$ cat config.mk
export PLATFORM = sky130hd
export DESIGN_NAME = ucsbece154b_perf_monitor
export DESIGN_NICKNAME = d
export VERILOG_FILES = /design/src/rtl/ucsbece154b_perf_monitor.sv
export SDC_FILE = /design/constraint.sdc
export NUM_CORES = 1
export LEC_CHECK = 0
export ABC_AREA = 0
export CAP_MARGIN = 40
export CORE_ASPECT_RATIO = 0.9
export CORE_MARGIN = 2
export CORE_UTILIZATION = 60
export DETAILED_ROUTE_END_ITERATION = 10
export PLACE_DENSITY = 0.8
export RECOVER_POWER = 50
export SYNTH_ARGS = -nofsm -noshare
export SYNTH_HDL_FRONTEND = slang
export SYNTH_SLANG_ARGS = --single-unit
$ cat constraint.sdc
create_clock -name clk -period 7 [get_ports clk]
set_input_delay 1.75 -clock clk [delete_from_list [all_inputs] [get_ports clk]]
set_output_delay 1.75 -clock clk [all_outputs]
set_load 0.005 [all_outputs]
$ cat src/rtl/ucsbece154b_perf_monitor.sv
// Branch/jump prediction performance monitor: delays fetch-stage predictions to E, flags mispredictions, and keeps eight counters.
// Define PERF_SATURATE_EN to make counters saturate at all-ones instead of wrapping.
module ucsbece154b_perf_monitor #(
  parameter int CNT_WIDTH = 32,
  parameter int PRED_LAT  = 2,
  parameter int PC_WIDTH  = 32
) (
  input  logic                 clk,
  input  logic                 reset,
  input  logic                 enable_i,
  input  logic                 clear_i,
  input  logic                 stall_i,
  input  logic                 flush_i,
  input  logic                 fetch_valid_i,
  input  logic                 pred_taken_i,
  input  logic [PC_WIDTH-1:0]  pred_target_i,
  input  logic                 resolve_valid_i,
  input  logic                 resolve_branch_i,
  input  logic                 resolve_jump_i,
  input  logic                 resolve_taken_i,
  input  logic [PC_WIDTH-1:0]  resolve_target_i,
  input  logic [2:0]           rd_sel_i,
  output logic [CNT_WIDTH-1:0] rd_data_o,
  output logic [7:0]           ovf_o,
  output logic                 mispredict_o
);

  localparam logic [CNT_WIDTH-1:0] CNT_MAX = '1;
  localparam logic [CNT_WIDTH-1:0] CNT_ONE = {{(CNT_WIDTH-1){1'b0}}, 1'b1};

  logic [PRED_LAT-1:0] vld_pn;
  logic [PRED_LAT-1:0] taken_pn;
  logic [PC_WIDTH-1:0] target_pn [PRED_LAT];

  logic [CNT_WIDTH-1:0] cnt [8];
  logic [7:0]           inc;
  logic                 pred_taken_e;
  logic                 ctrl_e;

  function automatic logic [CNT_WIDTH-1:0] cnt_next(input logic [CNT_WIDTH-1:0] v);
`ifdef PERF_SATURATE_EN
    return (v == CNT_MAX) ? v : v + CNT_ONE;
`else
    return v + CNT_ONE;
`endif
  endfunction

  // F -> E delay line: valid bits are control, target/direction are data
  always_ff @(posedge clk) begin
    if (!reset) begin
      vld_pn <= '0;
    end else if (flush_i) begin
      vld_pn <= '0;
    end else if (!stall_i) begin
      vld_pn[0] <= fetch_valid_i;
      for (int k = 1; k < PRED_LAT; k++) vld_pn[k] <= vld_pn[k-1];
    end
  end

  always_ff @(posedge clk) begin
    if (!stall_i) begin
      taken_pn[0]  <= pred_taken_i;
      target_pn[0] <= pred_target_i;
      for (int k = 1; k < PRED_LAT; k++) begin
        taken_pn[k]  <= taken_pn[k-1];
        target_pn[k] <= target_pn[k-1];
      end
    end
  end

  // E stage: an invalid entry is treated as a not-taken prediction
  assign pred_taken_e = vld_pn[PRED_LAT-1] & taken_pn[PRED_LAT-1];
  assign ctrl_e       = resolve_valid_i & (resolve_branch_i | resolve_jump_i);
  assign mispredict_o = ctrl_e &
                        ((pred_taken_e != resolve_taken_i) |
                         (pred_taken_e & resolve_taken_i &
                          (target_pn[PRED_LAT-1] != resolve_target_i)));

  // A branch that is also flagged as a jump is accounted as a jump only
  always_comb begin
    inc    = '0;
    inc[0] = 1'b1;
    inc[1] = resolve_valid_i;
    inc[2] = resolve_valid_i & resolve_branch_i & ~resolve_jump_i;
    inc[3] = inc[2] & mispredict_o;
    inc[4] = resolve_valid_i & resolve_jump_i;
    inc[5] = inc[4] & mispredict_o;
    inc[6] = flush_i;
    inc[7] = stall_i;
  end

  always_ff @(posedge clk) begin
    if (!reset || clear_i) begin
      for (int i = 0; i < 8; i++) cnt[i] <= '0;
      ovf_o <= '0;
    end else if (enable_i) begin
      for (int i = 0; i < 8; i++) begin
        if (inc[i]) begin
          if (cnt[i] == CNT_MAX) ovf_o[i] <= 1'b1;
          cnt[i] <= cnt_next(cnt[i]);
        end
      end
    end
  end

  // Readout samples pre-edge counter values
  always_ff @(posedge clk) begin
    if (!reset) rd_data_o <= '0;
    else        rd_data_o <= cnt[rd_sel_i];
  end

endmodule
==> results of run 1 <==
flip-flops by register name (all words and copies together), names as in the netlist:
signal,cells
rd_data_o,32
target_pn,64
taken_pn,2
vld_pn,2
cnt,256
ovf_o,8
layout make-up:
class	instances	share of cell area, %
sequential	364	46.9
multi-input combinational	1179	38.0
timing repair buffer	147	6.32
clock buffer	57	5.30
tap	416	2.32
clock inverter	15	0.637
inverter	30	0.503
antenna	1	0.0112
metrics by stage:
| step | cells | instance area [µm²] | power (µW) | hold WS (ns) | setup slack [ns] |
|---|---|---|---|---|---|
| after CTS | 2208 | 22400 | 5160 | 0.416 | 1.37 |
| after global placement | 2129 | 21000 | 3050 | 0.401 | 1.50 |
| after global routing | 2208 | 22400 | 5280 | 0.422 | 1.03 |
| final | 2209 | 22400 | 5150 | 0.412 | 1.34 |
| after floorplan | 1661 | 19400 | 2870 | 0.400 | 1.11 |
| after detailed placement | 2136 | 21100 | 3070 | 0.407 | 1.39 |
cell usage after synthesis, types with 2 or more instances:
cell type  count
nand4_1       50
ha_1           9
nand2b_1       5
nor4_1        50
xnor2_1      131
o21ai_0       20
o2111ai_1      2
nand3_1       91
inv_1         30
and2_1        12
xor2_1       115
or4_4          2
nor3_1        54
edfxtp_1     322
nand2_1      100
a211oi_1      64
a21boi_0       2
a21oi_1       24
dfxtp_1       42
a32oi_1        2
or4_1          3
o21a_1         4
mux4_2        63
a31o_2         2
nor2b_1       36
buf_1         14
buf_2          9
a31oi_1        2
nand4b_1       2
nor2_1       196
clkbuf_1      65
or3_1         24
and3_1        38
and4_1        26
mux2i_1       36
nor3b_1        4
worst paths after layout:
path,from,to,slack (ns),cells after the start
setup / recovery,reset,cnt[7][2],1.34,6
hold / removal,target_pn[0][28],target_pn[0][60],0.41,0
setup reg to reg,target_pn[0][39],cnt[5][12],4.11,7
hold reg to reg,target_pn[0][28],target_pn[0][60],0.41,0
routing by layer:
layer | routed length [µm] | global-route usage, % | up-vias
met5 | 0 | 0 | -
met4 | 2060 | 12.7 | 0
met3 | 4790 | 5.17 | 119
met2 | 22700 | 45.2 | 782
met1 | 19900 | 40.2 | 7017
li1 | - | - | 6401
where the power goes:
group          switching (µW)  internal (µW)  leakage [µW]
combinational             198            190       0.00288
clock                     861           1260      0.000656
sequential                135           2500       0.00386
total                    1190           3950       0.00740
cells by family (layout without fill, tap and decap cells):
| group | after synthesis | count (layout) |
|---|---|---|
| and+or+nand+nor | 698 | 698 |
| DFF | 364 | 364 |
| xor gates and xnor gates | 246 | 246 |
| AOI/OAI and AO/OA | 126 | 126 |
| buffers and inverters | 118 | 249 |
| muxes | 100 | 100 |
| adders and majority gates | 9 | 9 |
| other | 0 | 1 |
==> results.yml, run 1 <==
outcome:
  outcome: "complete, but fails checks"
  violations: "capacitance limit, slew limit"
final_layout:
  seq_area_um2: 10500
  final_util_pct: 70.2
  multiInputGateArea_um2: 8500
  layout_commonest_cell: "edfxtp_1"
  synthToLayoutAreaGrowth_pct: 15.2
  final_nets: 1850
  drive_above_1_share_pct: 9.21
  n_fill_cell: 2209
  layout_common_cells: "edfxtp_1, nor2_1, xnor2_1"
logic_synthesis:
  synth_edf_count: 322
  synth.area.mux_share_pct: 9.29
  yosys.area_share.simple_pct: 18.3
  synthXorXnorAreaFrac_pct: 11.1
  synth_fa_ha_area_share_pct: 0.579
  netlist-cell-type-count: 46
  syn-num-nets: 1749
  async_flop_share_pct: 0
  synth.area.top_cells: "edfxtp_1, mux4_2, xnor2_1"
  synth_top_family_by_area: "simple AND/OR/NAND/NOR gates"
  synth_area_um2: 19400
  ys_seq_area_share_pct: 54.1
  synthCells: 1661
  synth_area_leader_cell: "edfxtp_1"
  syn_area_per_cell_um2: 11.7
  yosys_warnings: 0
  synthFlopType: "edfxtp_1"
  synth_compound_area_share_pct: 4.33
  synth_top_area_share_pct: 49.8
  yosys_register_bits: 364
drt:
  dr.pass1.iters: 5
  wl_per_cell_um: 22.4
  viasPerCell: 6.48
  vias: 14300
  postRouteAntennaNets: 0
  wl_mm: 49.4
  drc: 0
  drt_iter0_drc: 1687
floorplanning:
  ios: 120
  die_w_um: 194
  design.core.area_um2: 31900
  initial_core_util_pct: 60.9
  num_rows: 62
  die_h_um: 175
  dieArea_um2: 33800
global_route:
  grt_usage_pct: 28.9
  antenna_found_initial: 2
  grt_pass1_vias: 13800
  overflow: 0
  grt_max_degree: 67
  grt_pass1_wl_mm: 76.9
clock_tree:
  cts_made_buffers: 40
  cts_hold_buf: 0
  post_cts_buffers: 0
  htree_num_levels: 2
  cts_resized: 0
  clk_latency_ns: 0.53
  clkSinkCount: 364
  cts_tree: "built"
  cts-root-buf: "clkbuf_16"
  cts.reportedPaths.clkPinSlew_ns: 0.06
  clockBufferDepth: 3
setup_path:
  crit_path_end_kind: "flip-flop"
  critical_path.top_delay_family: "buffers and inverters"
  crit_required_ns: 7.23
  crit_chain: "dlygate4sd3_1 > clkbuf_1 > nor2b_1 > clkbuf_1 > nand2_1 > buf_4"
  cp-start-kind: "primary input"
  critPathMaxStageDelay_ns: 1.21
  worst-setup-path-type: "primary input to flip-flop"
  cp_num_buf_inv: 4
  crit_slowest_cell: "clkbuf_1"
  cp_common_cell: "clkbuf_1"
  arrival_ns: 5.89
  worst-path-max-fanout: 34
sta:
  worstMarginPinSlew_ns: 3.28
  setup_viol: 0
  timing.final.crit_share_pct: 80.8
  clock.fmax_mhz: 177
  min_period_ns: 5.66
  rsz0062_at_grt: "no"
  skew_ns: 0.0135
  hold_viol: 0
  relSlewSlack_pct: -119
  slew_violations: 295
  tns_ns: 0
placement:
  place_congestion: 0.869
  hpwl_mm: 34.4
  portBuffers: 119
power:
  p_per_area_nw_per_um2: 230
  peakVddDrop_mv: 0.245
  leakage_uw: 0.00740
worst_hold_path:
  holdCritPathClass: "flip-flop to flip-flop"
flow_run:
  cap_violations: 7
(Power assumes the default switching activity.)
==> run 2: changes to the inputs <==
==> constraint.sdc (replaced) <==
create_clock -name clk -period 5.8 [get_ports clk]
set_input_delay 1.45 -clock clk [delete_from_list [all_inputs] [get_ports clk]]
set_output_delay 1.45 -clock clk [all_outputs]
set_load 0.005 [all_outputs]
==> run 2 against run 1 <==
  * The run still ends with capacitance limit, slew limit left
  * Global-route usage rose by 0.39 points
  * Utilization fell by 0.33 points
  * Clock-buffer cell count rose by 6
  * Sequential power rose by 20%
  * Sequential cell count did not move
  * Final cell count fell by 0.14%
  * Highest routed layer unchanged
  * First-iteration DRC count rose by 1.2%
==> results.yml, run 2 (synthesis results as in run 1) <==
final_layout:
  final_nets: 1848
  layout_common_cells: "edfxtp_1, nor2_1, xnor2_1"
  top_register: "cnt"
  layout_commonest_cell: "edfxtp_1"
  num_antenna_cells: 0
  drive_above_1_share_pct: 8.77
  largest_reg_flops: 256
  synthToLayoutAreaGrowth_pct: 14.7
  largestRegisters: "cnt (256), target_pn (64), rd_data_o (32)"
drt:
  wl_mm: 49.5
  drc: 0
  drt_iter0_drc: 1708
  postRouteAntennaNets: 0
  dr.pass1.iters: 6
  viasPerCell: 6.46
  wl_per_cell_um: 22.4
  vias: 14200
setup_path:
  cp-start-kind: "primary input"
  crit_slowest_cell: "clkbuf_1"
  arrival_ns: 5.50
  crit_required_ns: 6.03
  worst-path-max-fanout: 32
  cp_common_cell: "clkbuf_1"
  critPathMaxStageDelay_ns: 1.13
  crit_chain: "dlygate4sd3_1 > clkbuf_1 > nor2b_1 > clkbuf_1 > nand2b_1 > a21boi_2 > buf_4"
  r2r-start: "target_pn[0][59]"
  worst-setup-path-type: "primary input to flip-flop"
  crit_path_end_kind: "flip-flop"
  startpoint: "reset"
  r2r_setup_slack_ns: 2.98
global_route:
  overflow: 0
  grt_pass1_vias: 13700
  antenna_found_initial: 0
  grt_pass1_wl_mm: 77.9
  grt_usage_pct: 29.3
  grt_max_degree: 67
sta:
  skew_ns: 0.0130
  timing.final.crit_share_pct: 90.8
  tns_ns: 0
  worstMarginPinSlew_ns: 2.21
  rsz0062_at_grt: "no"
  finalWorstSetupSlack_ns: 0.532
  hold_viol: 0
  setup_viol: 0
  relSlewSlack_pct: -47.1
  slew_violations: 95
  clock.fmax_mhz: 190
  min_period_ns: 5.27
flow_run:
  cap_violations: 3
floorplanning:
  num_rows: 62
  dieArea_um2: 33800
  design.core.area_um2: 31900
  ios: 120
  initial_core_util_pct: 60.9
  die_h_um: 175
  die_w_um: 194
power:
  combPwrFrac_pct: 7.6
  switchingPower_uw: 1410
  intPower_uw: 4720
  p_per_area_nw_per_um2: 275
  power_frac_seq_pct: 51.9
  p_sw_share_pct: 23.0
  clkPwrFrac_pct: 40.6
  peakVddDrop_mv: 0.284
  leakage_uw: 0.00735
placement:
  hpwl_mm: 34.3
  place_congestion: 0.913
  post-place-ws_ns: 0.877
  portBuffers: 119
clock_tree:
  htree_num_levels: 2
  cts_tree: "built"
  cts.reportedPaths.clkPinSlew_ns: 0.06
  clockBufferDepth: 3
  cts_resized: 0
  post_cts_buffers: 0
  clkSinkCount: 364
  cts_made_buffers: 39
  cts-root-buf: "clkbuf_16"
  cts_hold_buf: 0
  clk_latency_ns: 0.53
worst_hold_path:
  holdCritPathClass: "flip-flop to flip-flop"
  hold_start: "target_pn[0][18]"
outcome:
  violations: "capacitance limit, slew limit"
  outcome: "complete, but fails checks"
## run 2: through the flow
stage	instance area (µm²)	hold slack [ns]	total power (µW)	cells	util (%)
2_1_floorplan	19400	0.400	3460	1661	-
3_3_place_gp	21000	0.401	3680	2130	65.9
3_5_place_dp	21100	0.405	3700	2135	66.2
4_1_cts	22400	0.414	6160	2206	70.2
5_1_grt	22300	0.417	6300	2206	69.9
6_report	22300	0.414	6130	2206	69.9
## run 2: cell type report
type | count | area [µm²]
multi-input cells | 1179 | 8500
clock buffers | 63 | 1220
inverters | 30 | 113
repair buffers | 146 | 1370
fillers | 2167 | 9590
well taps | 416 | 520
flip-flops and latches | 364 | 10500
clock inverters | 8 | 61.3
## run 2: power by group through the flow
stage          sequential [µW]  clock (µW)  combinational (µW)
2_1_floorplan             3170           0                 290
3_3_place_gp              3220           0                 455
3_5_place_dp              3230           0                 472
4_1_cts                   3180        2510                 477
5_1_grt                   3200        2600                 499
6_report                  3180        2490                 464
## run 2: worst max-delay path: cells and delay by family
family | cells | cell delay (ns)
AND/OR/NAND/NOR | 2 | 0.45
buffers and inverters | 4 | 3.34
AO/OA/AOI/OAI | 1 | 0.22
## run 2: final timing paths
kind	to	depth (start not counted)
worst min-delay path	target_pn[0][50]	0
worst min register to register	target_pn[0][50]	0
worst max register to register	cnt[5][6]	7
worst max-delay path	cnt[3][2]	7
## run 2: layer usage
layer / vias up / track usage, % / part of all wire (%)
li1: 6386 / - / -
met1: 6940 / 41.0 / 40
met2: 815 / 46.5 / 46
met3: 100 / 5.54 / 9.9
met4: 0 / 10.2 / 3.3
met5: - / 0 / 0
==> run 3: changes to the inputs <==
--- a/config.mk
+++ b/config.mk
@@ -6,9 +6,8 @@
 export NUM_CORES = 1
 export LEC_CHECK = 0
 export ABC_AREA = 0
-export CAP_MARGIN = 40
 export CORE_ASPECT_RATIO = 0.9
-export CORE_MARGIN = 2
+export CORE_MARGIN = 4
 export CORE_UTILIZATION = 60
 export DETAILED_ROUTE_END_ITERATION = 10
 export PLACE_DENSITY = 0.8
==> run 3 against run 2 <==
  * The run still ends with capacitance limit, slew limit left
  * Die area increased by 4.4%
  * Register-to-register slack got worse by 0.04 ns
  * Utilization decreased by 0.22 points
  * Setup slack improved by 0.25 ns
  * Clock skew increased by 0.0023 ns
  * Via count decreased by 0.12%
  * Sequential cell count unchanged
  * Clock-buffer cell count decreased by 11
  * Largest cell class unchanged
  * Largest power group unchanged
  * Highest routed layer unchanged
==> results.yml, run 3 (synthesis results as in run 1) <==
outcome:
  outcome: "complete, but fails checks"
  violations: "capacitance limit, slew limit"
placement:
  portBuffers: 119
  place_congestion: 0.879
  hpwl_mm: 34.2
  post-place-ws_ns: 0.779
  placed_area_um2: 21000
global_route:
  grt_max_degree: 67
  grt_pass1_wl_mm: 78.3
  grt_usage_pct: 28.2
  grt_pass1_vias: 13900
  antenna_found_initial: 0
  overflow: 0
clock_tree:
  cts-root-buf: "clkbuf_16"
  cts_tree: "built"
  clkSinkCount: 364
  post_cts_buffers: 0
  htree_num_levels: 2
  clk_latency_ns: 0.53
  clockBufferDepth: 3
  cts_hold_buf: 0
  cts_resized: 0
  cts.reportedPaths.clkPinSlew_ns: 0.06
  cts_made_buffers: 40
sta:
  worstMarginPinSlew_ns: 3.36
  clock.fmax_mhz: 199
  tns_ns: 0
  slew_violations: 166
  timing.final.crit_share_pct: 86.5
  skew_ns: 0.0153
  rsz0062_at_grt: "no"
  min_period_ns: 5.02
  setup_viol: 0
  finalWorstSetupSlack_ns: 0.781
  hold_viol: 0
  relSlewSlack_pct: -124
setup_path:
  cp-start-kind: "primary input"
  worst-path-max-fanout: 3
  crit_required_ns: 4.35
  arrival_ns: 3.57
  crit_path_end_kind: "primary output"
  worst-setup-path-type: "primary input to primary output"
  r2r_setup_slack_ns: 2.94
floorplanning:
  die_w_um: 198
  design.core.area_um2: 32000
  dieArea_um2: 35300
  ios: 120
  initial_core_util_pct: 60.8
  die_h_um: 179
  num_rows: 62
power:
  peakVddDrop_mv: 0.243
  p_per_area_nw_per_um2: 280
  power_uw: 6240
  leakage_uw: 0.00733
drt:
  drc: 0
  drt_iter0_drc: 1642
  viasPerCell: 6.46
  dr.pass1.iters: 7
  wl_mm: 49.7
  postRouteAntennaNets: 0
  wl_per_cell_um: 22.6
  vias: 14200
final_layout:
  top_register: "cnt"
  synthToLayoutAreaGrowth_pct: 14.6
  largestRegisters: "cnt (256), target_pn (64), rd_data_o (32)"
  final_nets: 1843
  layout_common_cells: "edfxtp_1, nor2_1, xnor2_1"
  num_antenna_cells: 0
  design_area_um2: 22300
  layout_commonest_cell: "edfxtp_1"
  drive_above_1_share_pct: 8.80
  largest_reg_flops: 256
flow_run:
  cap_violations: 4
worst_hold_path:
  holdCritPathClass: "flip-flop to flip-flop"
## run 3: metrics by stage
stage                     util, %  instances  hold WS [ns]
after detailed placement     65.7       2129         0.406
after global routing         69.7       2201         0.421
after global placement       65.7       2129         0.401
final                        69.7       2201         0.414
after CTS                    69.8       2201         0.414
after floorplan                 -       1661         0.400
## run 3: area by class of cell
cell class | instances | area (µm²)
tap | 416 | 520
multi-input combinational | 1179 | 8500
inverter | 30 | 113
timing repair buffer | 140 | 1310
clock buffer | 52 | 1090
fill | 2303 | 9690
clock inverter | 20 | 231
sequential | 364 | 10500
## run 3: critical path, cell delays in order
cell             delay, ns
clkdlybuf4s50_1       0.42
xor2_1                0.16
nor4_1                0.38
nand4_1               0.35
o21ai_4               0.24
a21oi_1               0.09
clkdlybuf4s50_1       0.47
## run 3: path summary, 6_finish.rpt
check                                           from  cells past startpoint          endpoint
worst min-delay path                target_pn[0][30]                      0  target_pn[0][62]
worst min register to register      target_pn[0][30]                      0  target_pn[0][62]
worst max register to register      target_pn[0][54]                      7         cnt[5][6]
worst max-delay path            resolve_target_i[22]                      7      mispredict_o
## run 3: report_power, final
group | switching [µW] | total, µW | internal (µW) | leakage, µW
sequential | 163 | 3180 | 3020 | 0.00386
combinational | 238 | 463 | 225 | 0.00281
clock | 1040 | 2600 | 1560 | 0.000654
total | 1440 | 6240 | 4800 | 0.00733
## run 3: routing by layer
layer  global-route usage [%]  part of all wire, %  wire length, µm
met5                        0                    0                0
met1                     40.0                   40            20000
met2                     43.8                   46            22800
met3                     4.81                  9.8             4890
met4                     11.2                  4.2             2110
